<file path="src/rtl/circular_buffer_vw_pkg.sv">
`default_nettype none
// ============================================================================
// Module      : circ_buf_pkg
// Description : Shared width helpers, modular pointer add and reset values for
//               the variable-width circular buffer.
// Options     : CIRC_BUF_ERR_EN (sticky overflow/underflow flags, see top)
// Revision    : 1.0 - initial release
// ============================================================================
package circ_buf_pkg;

  localparam int unsigned PTR_RST_VAL = 0;
  localparam int unsigned CNT_RST_VAL = 0;

  // Pointer width; a single-entry buffer still gets one bit of pointer.
  function automatic int unsigned ptr_width(input int unsigned size);
    return (size > 1) ? $clog2(size) : 1;
  endfunction

  // Width able to hold the values 0..max inclusive.
  function automatic int unsigned cnt_width(input int unsigned max);
    return $clog2(max + 1);
  endfunction

  // Modular add for ptr < size and inc <= size. Compare-and-subtract keeps
  // non power-of-two sizes correct where bit truncation would not.
  function automatic int unsigned wrap_add(input int unsigned ptr,
                                           input int unsigned inc,
                                           input int unsigned size);
    int unsigned sum;
    sum = ptr + inc;
    return (sum >= size) ? (sum - size) : sum;
  endfunction

endpackage
`default_nettype wire

</file>
<file path="src/rtl/circular_buffer_vw_if.sv">
`default_nettype none
// ============================================================================
// Module      : circular_buffer_vw_if
// Description : Write/read request bundle and status outputs of the
//               variable-width circular buffer.
// Options     : CIRC_BUF_ERR_EN adds err_ovf / err_udf
// Revision    : 1.0 - initial release
// ============================================================================
interface circular_buffer_vw_if #(
  parameter int DATA_WIDTH  = 8,
  parameter int BUFFER_SIZE = 16,
  parameter int W_PARAM     = 4,
  parameter int R_PARAM     = 4
);
  import circ_buf_pkg::*;

  localparam int CNT_W = cnt_width(BUFFER_SIZE);
  localparam int WC_W  = cnt_width(W_PARAM);
  localparam int RC_W  = cnt_width(R_PARAM);

  logic                          clear;
  logic                          write_en;
  logic [WC_W-1:0]               write_cnt;
  logic [DATA_WIDTH*W_PARAM-1:0] inp;
  logic                          read_en;
  logic [RC_W-1:0]               read_cnt;
  logic [DATA_WIDTH*R_PARAM-1:0] data_out;
  logic [CNT_W-1:0]              count;
  logic                          full;
  logic                          empty;
  logic                          ready;
  logic                          valid;
`ifdef CIRC_BUF_ERR_EN
  logic                          err_ovf;
  logic                          err_udf;
`endif

  modport master (
    output clear, write_en, write_cnt, inp, read_en, read_cnt,
    input  data_out, count, full, empty, ready, valid
`ifdef CIRC_BUF_ERR_EN
    , input err_ovf, err_udf
`endif
  );

  modport slave (
    input  clear, write_en, write_cnt, inp, read_en, read_cnt,
    output data_out, count, full, empty, ready, valid
`ifdef CIRC_BUF_ERR_EN
    , output err_ovf, err_udf
`endif
  );

endinterface
`default_nettype wire

</file>
<file path="src/rtl/circular_buffer_vw_ptr_ctrl.sv">
`default_nettype none
// ============================================================================
// Module      : circ_buf_ptr_ctrl
// Description : Write/read pointers, occupancy, accept logic and status flags
//               of the variable-width circular buffer.
// Options     : CIRC_BUF_ERR_EN adds sticky err_ovf / err_udf
// Revision    : 1.0 - initial release
// ============================================================================
module circ_buf_ptr_ctrl
  import circ_buf_pkg::*;
#(
  parameter  int BUFFER_SIZE = 16,
  parameter  int W_PARAM     = 4,
  parameter  int R_PARAM     = 4,
  localparam int PTR_W       = ptr_width(BUFFER_SIZE),
  localparam int CNT_W       = cnt_width(BUFFER_SIZE),
  localparam int WC_W        = cnt_width(W_PARAM),
  localparam int RC_W        = cnt_width(R_PARAM)
) (
  input  logic             clk,
  input  logic             rst,
  input  logic             clear,
  input  logic             write_en,
  input  logic [WC_W-1:0]  write_cnt,
  input  logic             read_en,
  input  logic [RC_W-1:0]  read_cnt,
  output logic [PTR_W-1:0] wr_ptr,
  output logic [PTR_W-1:0] rd_ptr,
  output logic [CNT_W-1:0] count,
  output logic             wr_fire,
  output logic             full,
  output logic             empty,
  output logic             ready,
  output logic             valid
`ifdef CIRC_BUF_ERR_EN
  ,
  output logic             err_ovf,
  output logic             err_udf
`endif
);

  logic [PTR_W-1:0] wr_ptr_q, wr_ptr_d;
  logic [PTR_W-1:0] rd_ptr_q, rd_ptr_d;
  logic [CNT_W-1:0] count_q, count_d;
  logic [31:0]      free;
  logic [31:0]      wc_acc;
  logic [31:0]      rc_acc;
  logic             wr_acc;
  logic             rd_acc;

  // Accept decisions, both judged against the start-of-cycle occupancy
  always_comb begin
    free   = 32'(BUFFER_SIZE) - 32'(count_q);
    wr_acc = write_en && (32'(write_cnt) <= free) && (32'(write_cnt) <= 32'(W_PARAM));
    rd_acc = read_en && (32'(read_cnt) <= 32'(count_q)) && (32'(read_cnt) <= 32'(R_PARAM));
    wc_acc = wr_acc ? 32'(write_cnt) : 32'd0;
    rc_acc = rd_acc ? 32'(read_cnt) : 32'd0;
  end

  // Next pointers and occupancy; clear overrides any same-cycle traffic
  always_comb begin
    wr_ptr_d = wr_ptr_q;
    rd_ptr_d = rd_ptr_q;
    count_d  = count_q;
    if (clear) begin
      wr_ptr_d = PTR_W'(PTR_RST_VAL);
      rd_ptr_d = PTR_W'(PTR_RST_VAL);
      count_d  = CNT_W'(CNT_RST_VAL);
    end else begin
      wr_ptr_d = PTR_W'(wrap_add(32'(wr_ptr_q), wc_acc, BUFFER_SIZE));
      rd_ptr_d = PTR_W'(wrap_add(32'(rd_ptr_q), rc_acc, BUFFER_SIZE));
      count_d  = CNT_W'(32'(count_q) + wc_acc - rc_acc);
    end
  end

  // Pointer and occupancy registers
  always_ff @(posedge clk or negedge rst) begin
    if (!rst) begin
      wr_ptr_q <= PTR_W'(PTR_RST_VAL);
      rd_ptr_q <= PTR_W'(PTR_RST_VAL);
      count_q  <= CNT_W'(CNT_RST_VAL);
    end else begin
      wr_ptr_q <= wr_ptr_d;
      rd_ptr_q <= rd_ptr_d;
      count_q  <= count_d;
    end
  end

  assign wr_ptr  = wr_ptr_q;
  assign rd_ptr  = rd_ptr_q;
  assign count   = count_q;
  assign wr_fire = wr_acc && !clear;
  assign full    = (count_q == CNT_W'(BUFFER_SIZE));
  assign empty   = (count_q == '0);
  assign ready   = (free >= 32'(write_cnt));
  assign valid   = (32'(count_q) >= 32'(read_cnt));

`ifdef CIRC_BUF_ERR_EN
  logic err_ovf_q, err_ovf_d;
  logic err_udf_q, err_udf_d;

  // Sticky error capture, dropped by clear
  always_comb begin
    err_ovf_d = err_ovf_q || (write_en && (32'(write_cnt) > free));
    err_udf_d = err_udf_q || (read_en && (32'(read_cnt) > 32'(count_q)));
    if (clear) begin
      err_ovf_d = 1'b0;
      err_udf_d = 1'b0;
    end
  end

  // Error flag registers
  always_ff @(posedge clk or negedge rst) begin
    if (!rst) begin
      err_ovf_q <= 1'b0;
      err_udf_q <= 1'b0;
    end else begin
      err_ovf_q <= err_ovf_d;
      err_udf_q <= err_udf_d;
    end
  end

  assign err_ovf = err_ovf_q;
  assign err_udf = err_udf_q;
`endif

endmodule
`default_nettype wire

</file>
<file path="src/rtl/circular_buffer_vw.sv">
`default_nettype none
// ============================================================================
// Module      : circular_buffer_vw
// Description : Circular FIFO taking 0..W_PARAM elements per cycle and popping
//               0..R_PARAM, with a show-ahead window of the oldest R_PARAM.
// Options     : `define CIRC_BUF_ERR_EN for sticky err_ovf / err_udf outputs
// Revision    : 1.0 - initial release
// ============================================================================
module circular_buffer_vw
  import circ_buf_pkg::*;
#(
  parameter int DATA_WIDTH  = 8,
  parameter int BUFFER_SIZE = 16,
  parameter int W_PARAM     = 4,
  parameter int R_PARAM     = 4
) (
  input  logic                 clk,
  input  logic                 rst,
  circular_buffer_vw_if.slave  bus
);

  localparam int PTR_W = ptr_width(BUFFER_SIZE);
  localparam int CNT_W = cnt_width(BUFFER_SIZE);

  logic [PTR_W-1:0]              wr_ptr;
  logic [PTR_W-1:0]              rd_ptr;
  logic [CNT_W-1:0]              count;
  logic                          wr_fire;
  logic [DATA_WIDTH-1:0]         mem_q [BUFFER_SIZE];
  logic [W_PARAM-1:0]            lane_we;
  logic [PTR_W-1:0]              lane_addr [W_PARAM];
  logic [DATA_WIDTH*R_PARAM-1:0] window;

  circ_buf_ptr_ctrl #(
    .BUFFER_SIZE (BUFFER_SIZE),
    .W_PARAM     (W_PARAM),
    .R_PARAM     (R_PARAM)
  ) u_ptr_ctrl (
    .clk       (clk),
    .rst       (rst),
    .clear     (bus.clear),
    .write_en  (bus.write_en),
    .write_cnt (bus.write_cnt),
    .read_en   (bus.read_en),
    .read_cnt  (bus.read_cnt),
    .wr_ptr    (wr_ptr),
    .rd_ptr    (rd_ptr),
    .count     (count),
    .wr_fire   (wr_fire),
    .full      (bus.full),
    .empty     (bus.empty),
    .ready     (bus.ready),
    .valid     (bus.valid)
`ifdef CIRC_BUF_ERR_EN
    ,
    .err_ovf   (bus.err_ovf),
    .err_udf   (bus.err_udf)
`endif
  );

  // Per-lane write enable and wrapped storage address for an accepted group
  always_comb begin
    for (int i = 0; i < W_PARAM; i++) begin
      lane_we[i]   = wr_fire && (32'(bus.write_cnt) > 32'(i));
      lane_addr[i] = PTR_W'(wrap_add(32'(wr_ptr), 32'(i), BUFFER_SIZE));
    end
  end

  // Storage array; contents are deliberately left unreset
  always_ff @(posedge clk) begin
    for (int i = 0; i < W_PARAM; i++) begin
      if (lane_we[i]) begin
        mem_q[lane_addr[i]] <= bus.inp[i*DATA_WIDTH +: DATA_WIDTH];
      end
    end
  end

  // Show-ahead window: oldest entries first, lanes beyond occupancy read zero
  always_comb begin
    window = '0;
    for (int i = 0; i < R_PARAM; i++) begin
      if (32'(count) > 32'(i)) begin
        window[i*DATA_WIDTH +: DATA_WIDTH] =
          mem_q[PTR_W'(wrap_add(32'(rd_ptr), 32'(i), BUFFER_SIZE))];
      end
    end
  end

  assign bus.data_out = window;
  assign bus.count    = count;

endmodule
`default_nettype wire

</file>
<file path="src/flat_wrapper.sv">
// flat-port wrapper written by rule: the top's interface ports become plain ports
module circular_buffer_vw_flat import circ_buf_pkg::*;
#(
  parameter int DATA_WIDTH  = 8,
  parameter int BUFFER_SIZE = 16,
  parameter int W_PARAM     = 4,
  parameter int R_PARAM     = 4
)
  (clk, rst, bus_clear, bus_write_en, bus_write_cnt, bus_inp, bus_read_en, bus_read_cnt, bus_data_out, bus_count, bus_full, bus_empty, bus_ready, bus_valid);
  circular_buffer_vw_if #(.DATA_WIDTH(DATA_WIDTH), .BUFFER_SIZE(BUFFER_SIZE), .W_PARAM(W_PARAM), .R_PARAM(R_PARAM)) bus_i ();
  input  logic clk;
  input  logic rst;
  input wire logic [$bits(bus_i.clear)-1:0] bus_clear;
  input wire logic [$bits(bus_i.write_en)-1:0] bus_write_en;
  input wire logic [$bits(bus_i.write_cnt)-1:0] bus_write_cnt;
  input wire logic [$bits(bus_i.inp)-1:0] bus_inp;
  input wire logic [$bits(bus_i.read_en)-1:0] bus_read_en;
  input wire logic [$bits(bus_i.read_cnt)-1:0] bus_read_cnt;
  output wire logic [$bits(bus_i.data_out)-1:0] bus_data_out;
  output wire logic [$bits(bus_i.count)-1:0] bus_count;
  output wire logic [$bits(bus_i.full)-1:0] bus_full;
  output wire logic [$bits(bus_i.empty)-1:0] bus_empty;
  output wire logic [$bits(bus_i.ready)-1:0] bus_ready;
  output wire logic [$bits(bus_i.valid)-1:0] bus_valid;
  assign bus_i.clear = bus_clear;
  assign bus_i.write_en = bus_write_en;
  assign bus_i.write_cnt = bus_write_cnt;
  assign bus_i.inp = bus_inp;
  assign bus_i.read_en = bus_read_en;
  assign bus_i.read_cnt = bus_read_cnt;
  assign bus_data_out = bus_i.data_out;
  assign bus_count = bus_i.count;
  assign bus_full = bus_i.full;
  assign bus_empty = bus_i.empty;
  assign bus_ready = bus_i.ready;
  assign bus_valid = bus_i.valid;
  circular_buffer_vw #(.DATA_WIDTH(DATA_WIDTH), .BUFFER_SIZE(BUFFER_SIZE), .W_PARAM(W_PARAM), .R_PARAM(R_PARAM)) u_core (.clk(clk), .rst(rst), .bus(bus_i));
endmodule
</file>
<file path="config.mk">
export PLATFORM = sky130hd
export DESIGN_NAME = circular_buffer_vw_flat
export DESIGN_NICKNAME = d
export VERILOG_FILES = /design/src/rtl/circular_buffer_vw_pkg.sv /design/src/rtl/circular_buffer_vw_if.sv /design/src/rtl/circular_buffer_vw_ptr_ctrl.sv /design/src/rtl/circular_buffer_vw.sv /design/src/flat_wrapper.sv
export SDC_FILE = /design/constraint.sdc
export NUM_CORES = 1
export LEC_CHECK = 0
export ABC_AREA = 1
export BUFFER_PORTS_ARGS = -buffer_cell sky130_fd_sc_hd__buf_2
export CORE_UTILIZATION = 45
export CTS_CLUSTER_SIZE = 14
export DETAILED_ROUTE_END_ITERATION = 8
export GPL_TIMING_DRIVEN = 0
export SLEW_MARGIN = 20
export SYNTH_ARGS = -nofsm -noshare
export SYNTH_HDL_FRONTEND = slang
export SYNTH_SLANG_ARGS = --single-unit
</file>
<file path="constraint.sdc">
create_clock -name clk -period 9.1 [get_ports clk]
set_input_delay 0.455 -clock clk [delete_from_list [all_inputs] [get_ports clk]]
set_output_delay 0.455 -clock clk [all_outputs]
set_load 0.005 [all_outputs]
</file>
==> reports/qor.txt, run 1 <==
CP arrival = 4.47 ns
worst-path cell chain = buf_2 -> inv_1 -> clkbuf_1 -> clkbuf_1 -> ha_1 -> xor2_1 -> inv_1 -> clkbuf_1 -> nand3_1 -> o211ai_1 -> nand2_1 -> nor2_1 -> buf_2
CTS tree = built
number of fill cells in the layout = 3329
Setup TNS = 0 ns
routed length per instance = 27.6 µm
final net count = 2462
Worst-path clk slew = 0.06 ns
PortBufs = 79
post-synthesis cell count = 2283
pre-CTS setup slack = 4.80 ns
Syn. warnings = 0
Crit. End Element = primary output
post-synthesis sequential area ratio = 27.9%
# DRC = 0
Cell Area, Synth = 15000 µm²
Die X = 184 µm
total number of vias = 18300
Rows = 66
routability cong. = 1.06
CP max-delay cell = clkbuf_1
Crit path required time = 8.65 ns
share of layout cells above drive strength 1 = 10.6%
startpoint types = flip-flop
worst-skew pair later-pin latency = 0.45 ns
worst slew pin tran = 1.15 ns
Bufs and invs on worst path = 7
Netlist cell types = 48
CTS max path bufs = 2
Final Skew = 0.0230 ns
slew margin rel. = 23.0%
Root Buffer = clkbuf_16
first-pass iteration count of the detailed router = 7
Crit Path Max Fanout = 10
Final period util = 54.2%
drt via density = 6.47
remaining global-route overflow = 0
Mapped Avg Cell Area = 6.55 µm²
critical path class = reg -> out
Top Ports = 84
post_cts resized = 0
outcome = finished, final reports clean
Final setup viols = 0
effective utilization at floorplan = 45.8%
initial antenna violation count = 0
GRT Util Overall = 46.3%
core area = 32600 µm²
Die H = 184 µm
Hold Vio Cnt, Final = 0
crit-path max cell delay = 0.55 ns
fmax = 203 MHz
Final WS setup = 4.17 ns
minimum clock period after layout = 4.93 ns
RSZ-0062 raised after global routing = no
synthesized net count = 2363
Inserted Diodes = 0
synthesis-to-layout area growth = 10.1%
HPWL Detailed = 61900 µm
Num CTS Buffers = 17
CTS sink count = 141
Leak = 0.00708 µW
largest net degree at the start of global routing = 17
Max-Cap Viols = 0
Antenna Nets Post-Route = 0
vias in the first global route = 16400
Pwr Density = 213 nW/µm²
global-route wire length before repair = 112000 µm
DIE AREA = 34000 µm²
synthesized flop and latch total = 141
Crit path top cell by count = clkbuf_1
final WL = 78200 µm
drt initial violations = 2943
H-tree depth = 4
worst min path class = in -> reg
largest delay contributor family on the critical path = buffers and inverters
maximum vdd ir drop = 145 µV
Final Max Slew Viols = 0
[layout make-up]
cell class	count	area, µm²	area share [%]
sequential	141	4170	25.3
clock buffer	19	443	2.69
timing repair buffer	80	405	2.46
multi-input combinational	1828	9490	57.6
tap	442	553	3.36
buffer	161	708	4.30
inverter	153	586	3.56
clock inverter	13	114	0.691
[Yosys cell counts, drive strengths merged]
library cell / number / share of area (%)
buf: 66 / 2.4
o21ai: 114 / 3.8
o211ai: 22 / 1.1
o211a: 1 / 0.067
a31oi: 14 / 0.59
o2111ai: 1 / 0.059
dfrtp: 13 / 2.2
clkbuf: 95 / 2.4
a311oi: 29 / 1.7
xnor2: 3 / 0.18
edfxtp: 128 / 26
o21bai: 1 / 0.13
nor3: 16 / 0.84
a211oi: 2 / 0.10
o22ai: 1 / 0.042
nand2: 660 / 17
a21oi: 56 / 1.9
nand4: 155 / 7.1
or2: 1 / 0.042
mux2i: 67 / 4.5
clkinv: 4 / 0.14
ha: 32 / 2.7
inv: 149 / 3.8
o311ai: 1 / 0.059
a21o: 1 / 0.050
xor2: 3 / 0.30
nor2: 292 / 8.4
fa: 5 / 0.67
nand3: 351 / 12
[logic make-up (layout without fill, tap and decap cells)]
family | Yosys count | after routing | synth area share, %
muxes | 67 | 67 | 4.48
DFF | 141 | 141 | 27.9
buffers and inverters | 314 | 426 | 8.65
and+or+nand+nor | 1475 | 1475 | 45.6
adders and majority gates | 37 | 37 | 3.35
xor gates and xnor gates | 6 | 6 | 0.477
AOI/OAI and AO/OA | 243 | 243 | 9.60
[registers in the layout, summed over array words and instances (netlist names)]
name / count
u_core.mem_q: 128
u_core.u_ptr_ctrl.count: 5
u_core.u_ptr_ctrl.rd_ptr: 4
u_core.u_ptr_ctrl.wr_ptr: 4
[per-layer routing]
layer  GRT usage [%]  share of wire, %  vias to the layer above  wire (µm)
li1                -                 -                     8039          -
met1            58.1                38                     8465      29600
met2            70.7                43                     1493      33600
met3            12.1                12                      349       9470
met4            28.4               7.0                        0       5460
met5               0                 0                        -          0
[layout by cell type, fill, tap and decap left out, drive strengths merged]
| cell | instances |
|---|---|
| nor2 | 292 |
| a311oi | 29 |
| nand4 | 155 |
| nand3 | 351 |
| ha | 32 |
| o211ai | 22 |
| or2 | 1 |
| clkinv | 9 |
| dfrtp | 13 |
| a211oi | 2 |
| o311ai | 1 |
| a21oi | 56 |
| a21o | 1 |
| o21bai | 1 |
| buf | 145 |
| dlygate4sd3 | 1 |
| xor2 | 3 |
| inv | 152 |
| fa | 5 |
| nor3 | 16 |
| o211a | 1 |
| clkbuf | 114 |
| mux2i | 67 |
| bufinv | 1 |
| o21ai | 114 |
| clkinvlp | 4 |
| xnor2 | 3 |
| o22ai | 1 |
| o2111ai | 1 |
| nand2 | 660 |
| a31oi | 14 |
| edfxtp | 128 |
[power breakdown]
part,internal [µW],switching [µW]
sequential,766,50.2
clock,383,292
combinational,564,1460
total,1710,1800
[worst min-delay path, stage by stage]
cell and delay (ns):
buf_2 0.15, nand2_1 0.07, nand2_1 0.07
[worst paths after layout]
check | from | to | slack [ns] | cells past startpoint
worst max-delay path | u_core.u_ptr_ctrl.rd_ptr[0]$_DFF_PN0_ | bus_data_out[25] | 4.17 | 13
worst min-delay path | bus_inp[27] | u_core.mem_q[8][3]$_DFFE_PP_ | 0.43 | 3
worst max register to register | u_core.u_ptr_ctrl.count[0]$_DFF_PN0_ | u_core.u_ptr_ctrl.count[3]$_DFF_PN0_ | 4.83 | 19
worst min register to register | u_core.u_ptr_ctrl.wr_ptr[0]$_DFF_PN0_ | u_core.u_ptr_ctrl.wr_ptr[0]$_DFF_PN0_ | 0.64 | 3
max in group asynchronous | rst | u_core.u_ptr_ctrl.count[1]$_DFF_PN0_ | 8.28 | 2
min in group asynchronous | rst | u_core.u_ptr_ctrl.wr_ptr[3]$_DFF_PN0_ | 0.49 | 2
[per-stage QoR]
stage          hold slack, ns  utilization [%]  cells  power, µW  cell area, µm²
2_1_floorplan           0.159                -   2283       1980           15000
3_3_place_gp            0.403             48.8   2804       2710           15900
3_5_place_dp            0.404             48.8   2804       2740           15900
4_1_cts                 0.404             50.5   2837       3410           16500
5_1_grt                 0.418             50.5   2837       3660           16500
6_report                0.428             50.5   2837       3510           16500
[what timing repair did]
item,4_1_cts,5_1_grt
endpoints found under the hold margin,13,0
endpoints found under the setup margin,0,0
setup buffers,0,0
hold buffers,1,0
Note: power is estimated with default switching activity, not from simulation.
==> run 2, diff against run 1 <==
- ABC_AREA: 1 -> 0
- clock period: 9.1 -> 4.34 ns (I/O delays scaled with it)
==> run 2 against run 1 <==
Highest routed layer is now met5. Sequential share of layout area grew 1.6 points. Die area down 6.8%. Largest cell class unchanged. Largest power group unchanged. Hold slack got worse by 0.31 ns.
==> reports/qor.txt, run 2 <==
Hold Vio Cnt, Final = 0 (unchanged)
Max-Cap Viols = 0 (unchanged)
final instance area = 15500 µm² (was 16500 µm²)
minimum clock period after layout = 4.17 ns
Antenna Nets Post-Route = 0 (unchanged)
Reg2Reg Setup Slack = 0.27 ns (was 4.83 ns)
Area contributors post-synth = edfxtp_1 28%, mux4_2 23%, mux2i_1 8.4% (was edfxtp_1 26%, nand2_1 16%, nand3_1 11%)
slew margin rel. = 28.8% (was 23.0%)
PortBufs = 67 (was 79)
Netlist cell types = 77 (was 48)
effective utilization at floorplan = 45.7% (was 45.8%)
most frequent cells in the layout = 144 x mux4_2, 128 x edfxtp_1, 117 x mux2i_1, 113 x nand2_1, 103 x buf_2 (was 651 x nand2_1, 336 x nand3_1, 262 x nor2_1, 145 x nand4_1, 128 x edfxtp_1)
initial antenna violation count = 3 (was 0)
Logic pwr share = 53.1% (was 57.5%)
Final Max Slew Viols = 0 (unchanged)
DP Cell Count = 1708 (was 2804)
most common cell after layout, fill and taps aside = mux4_2 (was nand2_1)
Seq pwr share = 24.9% (was 23.2%)
final core occ = 50.8% (was 50.5%)
reg2reg start = u_core.u_ptr_ctrl.count[1]$_DFF_PN0_ (was u_core.u_ptr_ctrl.count[0]$_DFF_PN0_)
Final setup viols = 0 (unchanged)
post-synth top area share = 27.6% (was 25.7%)
Top FF cell, synth = edfxtp_1 (unchanged)
worst-skew pair later-pin latency = 0.44 ns (was 0.45 ns)
critical path class = reg -> out (unchanged)
remaining global-route overflow = 0 (unchanged)
Die X = 178 µm (was 184 µm)
crit-path max cell delay = 0.39 ns (was 0.55 ns)
H-tree depth = 4 (unchanged)
CP arrival = 3.95 ns (was 4.47 ns)
Crit. End Element = primary output (unchanged)
vias in the first global route = 11600 (was 16400)
outcome = finished, final reports clean (unchanged)
Final WS setup = 0.174 ns (was 4.17 ns)
worst slew pin tran = 1.07 ns (was 1.15 ns)
Clock Power Share = 22.0% (was 19.2%)
synthesized flop and latch total = 141 (unchanged)
synthesized net count = 1320 (was 2363)
Inserted Diodes = 0 (unchanged)
drt via density = 7.26 (was 6.47)
Hold Startpoint = bus_clear (was bus_inp[27])
most frequent cell after synthesis = mux4_2 (was nand2_1)
FF-to-FF End = u_core.u_ptr_ctrl.count[3]$_DFF_PN0_ (unchanged)
post-synthesis sequential area ratio = 29.9% (was 27.9%)
Crit path required time = 4.12 ns (was 8.65 ns)
worst min path class = in -> reg (unchanged)
Cell Area, Synth = 13900 µm² (was 15000 µm²)
Commonest cells post-synth = 144 x mux4_2, 128 x edfxtp_1, 117 x mux2i_1 (was 651 x nand2_1, 336 x nand3_1, 262 x nor2_1)
Crit Path Max Fanout = 10 (unchanged)
Int Pwr = 3860 µW (was 1710 µW)
final WL = 63800 µm (was 78200 µm)
worst-path cell chain = buf_2 -> clkbuf_4 -> buf_4 -> buf_4 -> inv_1 -> ha_1 -> clkbuf_4 -> buf_4 -> mux4_2 -> nand2_1 -> nand3b_1 -> and3_1 -> buf_2 (was buf_2 -> inv_1 -> clkbuf_1 -> clkbuf_1 -> ha_1 -> xor2_1 -> inv_1 -> clkbuf_1 -> nand3_1 -> o211ai_1 -> nand2_1 -> nor2_1 -> buf_2)
Syn. warnings = 0 (unchanged)
Mapped Avg Cell Area = 11.2 µm² (was 6.55 µm²)
pre-CTS setup slack = -0.531 ns (was 4.80 ns)
Total Power = 6770 µW (was 3510 µW)
total net switching power = 2910 µW (was 1800 µW)
Largest register FFs = 128 (unchanged)
first-pass iteration count of the detailed router = 6 (was 7)
HPWL Detailed = 49400 µm (was 61900 µm)
drt initial violations = 2021 (was 2943)
maximum vdd ir drop = 216 µV (was 145 µV)
RSZ-0062 raised after global routing = no (unchanged)
fraction of registers with async set/reset = 9.22% (unchanged)
Crit path top cell by count = buf_4 (was clkbuf_1)
core area = 30500 µm² (was 32600 µm²)
startpoint types = flip-flop (unchanged)
final net count = 1412 (was 2462)
Rows = 64 (was 66)
Finished Layout Cells = 1741 (was 2837)
Final Skew = 0.0147 ns (was 0.0230 ns)
total number of vias = 12600 (was 18300)
Final period util = 96.0%
worst hold path depth = 2 (was 3)
CTS tree = built (unchanged)
largest area contributor in the netlist = edfxtp_1 (unchanged)
global-route wire length before repair = 89100 µm (was 112000 µm)
share of layout cells above drive strength 1 = 29.9% (was 10.6%)
routability cong. = 1.04 (was 1.06)
CP max-delay cell = dfrtp_1 (was clkbuf_1)
CTS sink count = 141 (unchanged)
R2R depth = 17 (was 19)
Root Buffer = clkbuf_16 (unchanged)
Post-synth EDFFs = 128 (unchanged)
routed length per instance = 36.7 µm (was 27.6 µm)
# DRC = 0 (unchanged)
Leak = 0.00568 µW (was 0.00708 µW)
DIE AREA = 31700 µm² (was 34000 µm²)
GRT Util Overall = 41.3% (was 46.3%)
Num CTS Buffers = 17 (unchanged)
fmax = 240 MHz
post-synthesis cell count = 1240 (was 2283)
CTS max path bufs = 2 (unchanged)
Worst Hold End = u_core.u_ptr_ctrl.wr_ptr[0]$_DFF_PN0_ (was u_core.mem_q[8][3]$_DFFE_PP_)
dpl cell area = 14900 µm² (was 15900 µm²)
largest net degree at the start of global routing = 20 (was 17)
Pwr Density = 436 nW/µm² (was 213 nW/µm²)
Worst-path clk slew = 0.07 ns (was 0.06 ns)
switching portion of total power = 43.0% (was 51.2%)
synthesis-to-layout area growth = 11.3% (was 10.1%)
Die H = 178 µm (was 184 µm)
Top Ports = 84 (unchanged)
==> run 2: changes by cell type after synthesis, moves of 37 or more <==
| cell | previous run | this run |
|---|---|---|
| mux2i_1 | 67 | 117 |
| mux4_2 | 0 | 144 |
| nand3_1 | 336 | 19 |
| o22ai_1 | 1 | 94 |
| inv_1 | 126 | 29 |
| nand4_1 | 145 | 4 |
| o21ai_0 | 95 | 16 |
| nor2_1 | 262 | 23 |
| nand2_1 | 651 | 113 |
| clkbuf_1 | 95 | 58 |
==> run 2: metrics by stage <==
| stage | setup TNS [ns] | hold WS, ns |
|---|---|---|
| 5_1_grt | 0 | 0.118 |
| 3_5_place_dp | -6.04 | 0.141 |
| 3_3_place_gp | -34.11 | 0.132 |
| 4_1_cts | 0 | 0.101 |
| 6_report | 0 | 0.121 |
| 2_1_floorplan | 0 | -0.0786 |
==> run 2: cell type report <==
class / count / area [µm²]
inverter: 29 / 109
fill: 2778 / 15000
multi-input combinational: 939 / 9130
sequential: 141 / 4170
timing repair buffer: 74 / 390
tap: 396 / 495
clock inverter: 14 / 160
clock buffer: 18 / 429
buffer: 130 / 629
==> run 2: worst max path at each step <==
stage | slack, ns | to | from | depth (start not counted)
global placement | -1.09 | u_core.mem_q[7][3]$_DFFE_PP_ | u_core.u_ptr_ctrl.count[0]$_DFF_PN0_ | 11
CTS | 0.02 | bus_data_out[11] | u_core.u_ptr_ctrl.rd_ptr[0]$_DFF_PN0_ | 13
finish | 0.17 | bus_data_out[25] | u_core.u_ptr_ctrl.rd_ptr[0]$_DFF_PN0_ | 13
floorplan | 0.71 | u_core.mem_q[12][0]$_DFFE_PP_ | u_core.u_ptr_ctrl.count[1]$_DFF_PN0_ | 11
global route | 0.002 | u_core.u_ptr_ctrl.count[3]$_DFF_PN0_ | u_core.u_ptr_ctrl.count[1]$_DFF_PN0_ | 17
detailed placement | -0.53 | bus_data_out[14] | u_core.u_ptr_ctrl.rd_ptr[1]$_DFF_PN0_ | 12
==> run 2: repair_timing <==
action,4_1_cts,5_1_grt
endpoints found under the setup margin,32,58
pin swaps,0,2
resized for setup,12,16
setup buffers,0,1
endpoints found under the hold margin,13,0
hold buffers,1,0
cloned,0,0
==> run 2: cell families after synthesis <==
family,count (synthesis),synth area share (%)
DFF,141,29.9
buffers and inverters,160,5.11
xor gates and xnor gates,22,1.49
AOI/OAI and AO/OA,304,14.9
adders and majority gates,37,3.59
muxes,285,33.6
and+or+nand+nor,291,11.3
==> run 2: worst max-delay path, delay by kind of cell, from the launching register on <==
kind	cells	cell delay, ns
flip-flops	1	0.39
buffers and inverters	8	1.69
adder cells (fa/ha/maj)	1	0.28
multiplexers	1	0.38
AND/OR/NAND/NOR	3	0.75
==> run 2: power by group through the flow <==
stage | registers (µW) | logic (µW) | clock network, µW
2_1_floorplan | 1660 | 2270 | 0
3_3_place_gp | 1700 | 3440 | 0
3_5_place_dp | 1710 | 3450 | 0
4_1_cts | 1680 | 3470 | 1490
5_1_grt | 1690 | 3800 | 1540
6_report | 1690 | 3590 | 1490
==> run 2: metal layers <==
| layer | GRT usage (%) | part of all wire [%] | wire length (µm) |
|---|---|---|---|
| met1 | 56.4 | 39 | 24600 |
| met2 | 60.4 | 43 | 27400 |
| met3 | 10.5 | 13 | 8080 |
| met4 | 21.7 | 5.8 | 3700 |
| met5 | 0 | 0.039 | 25 |
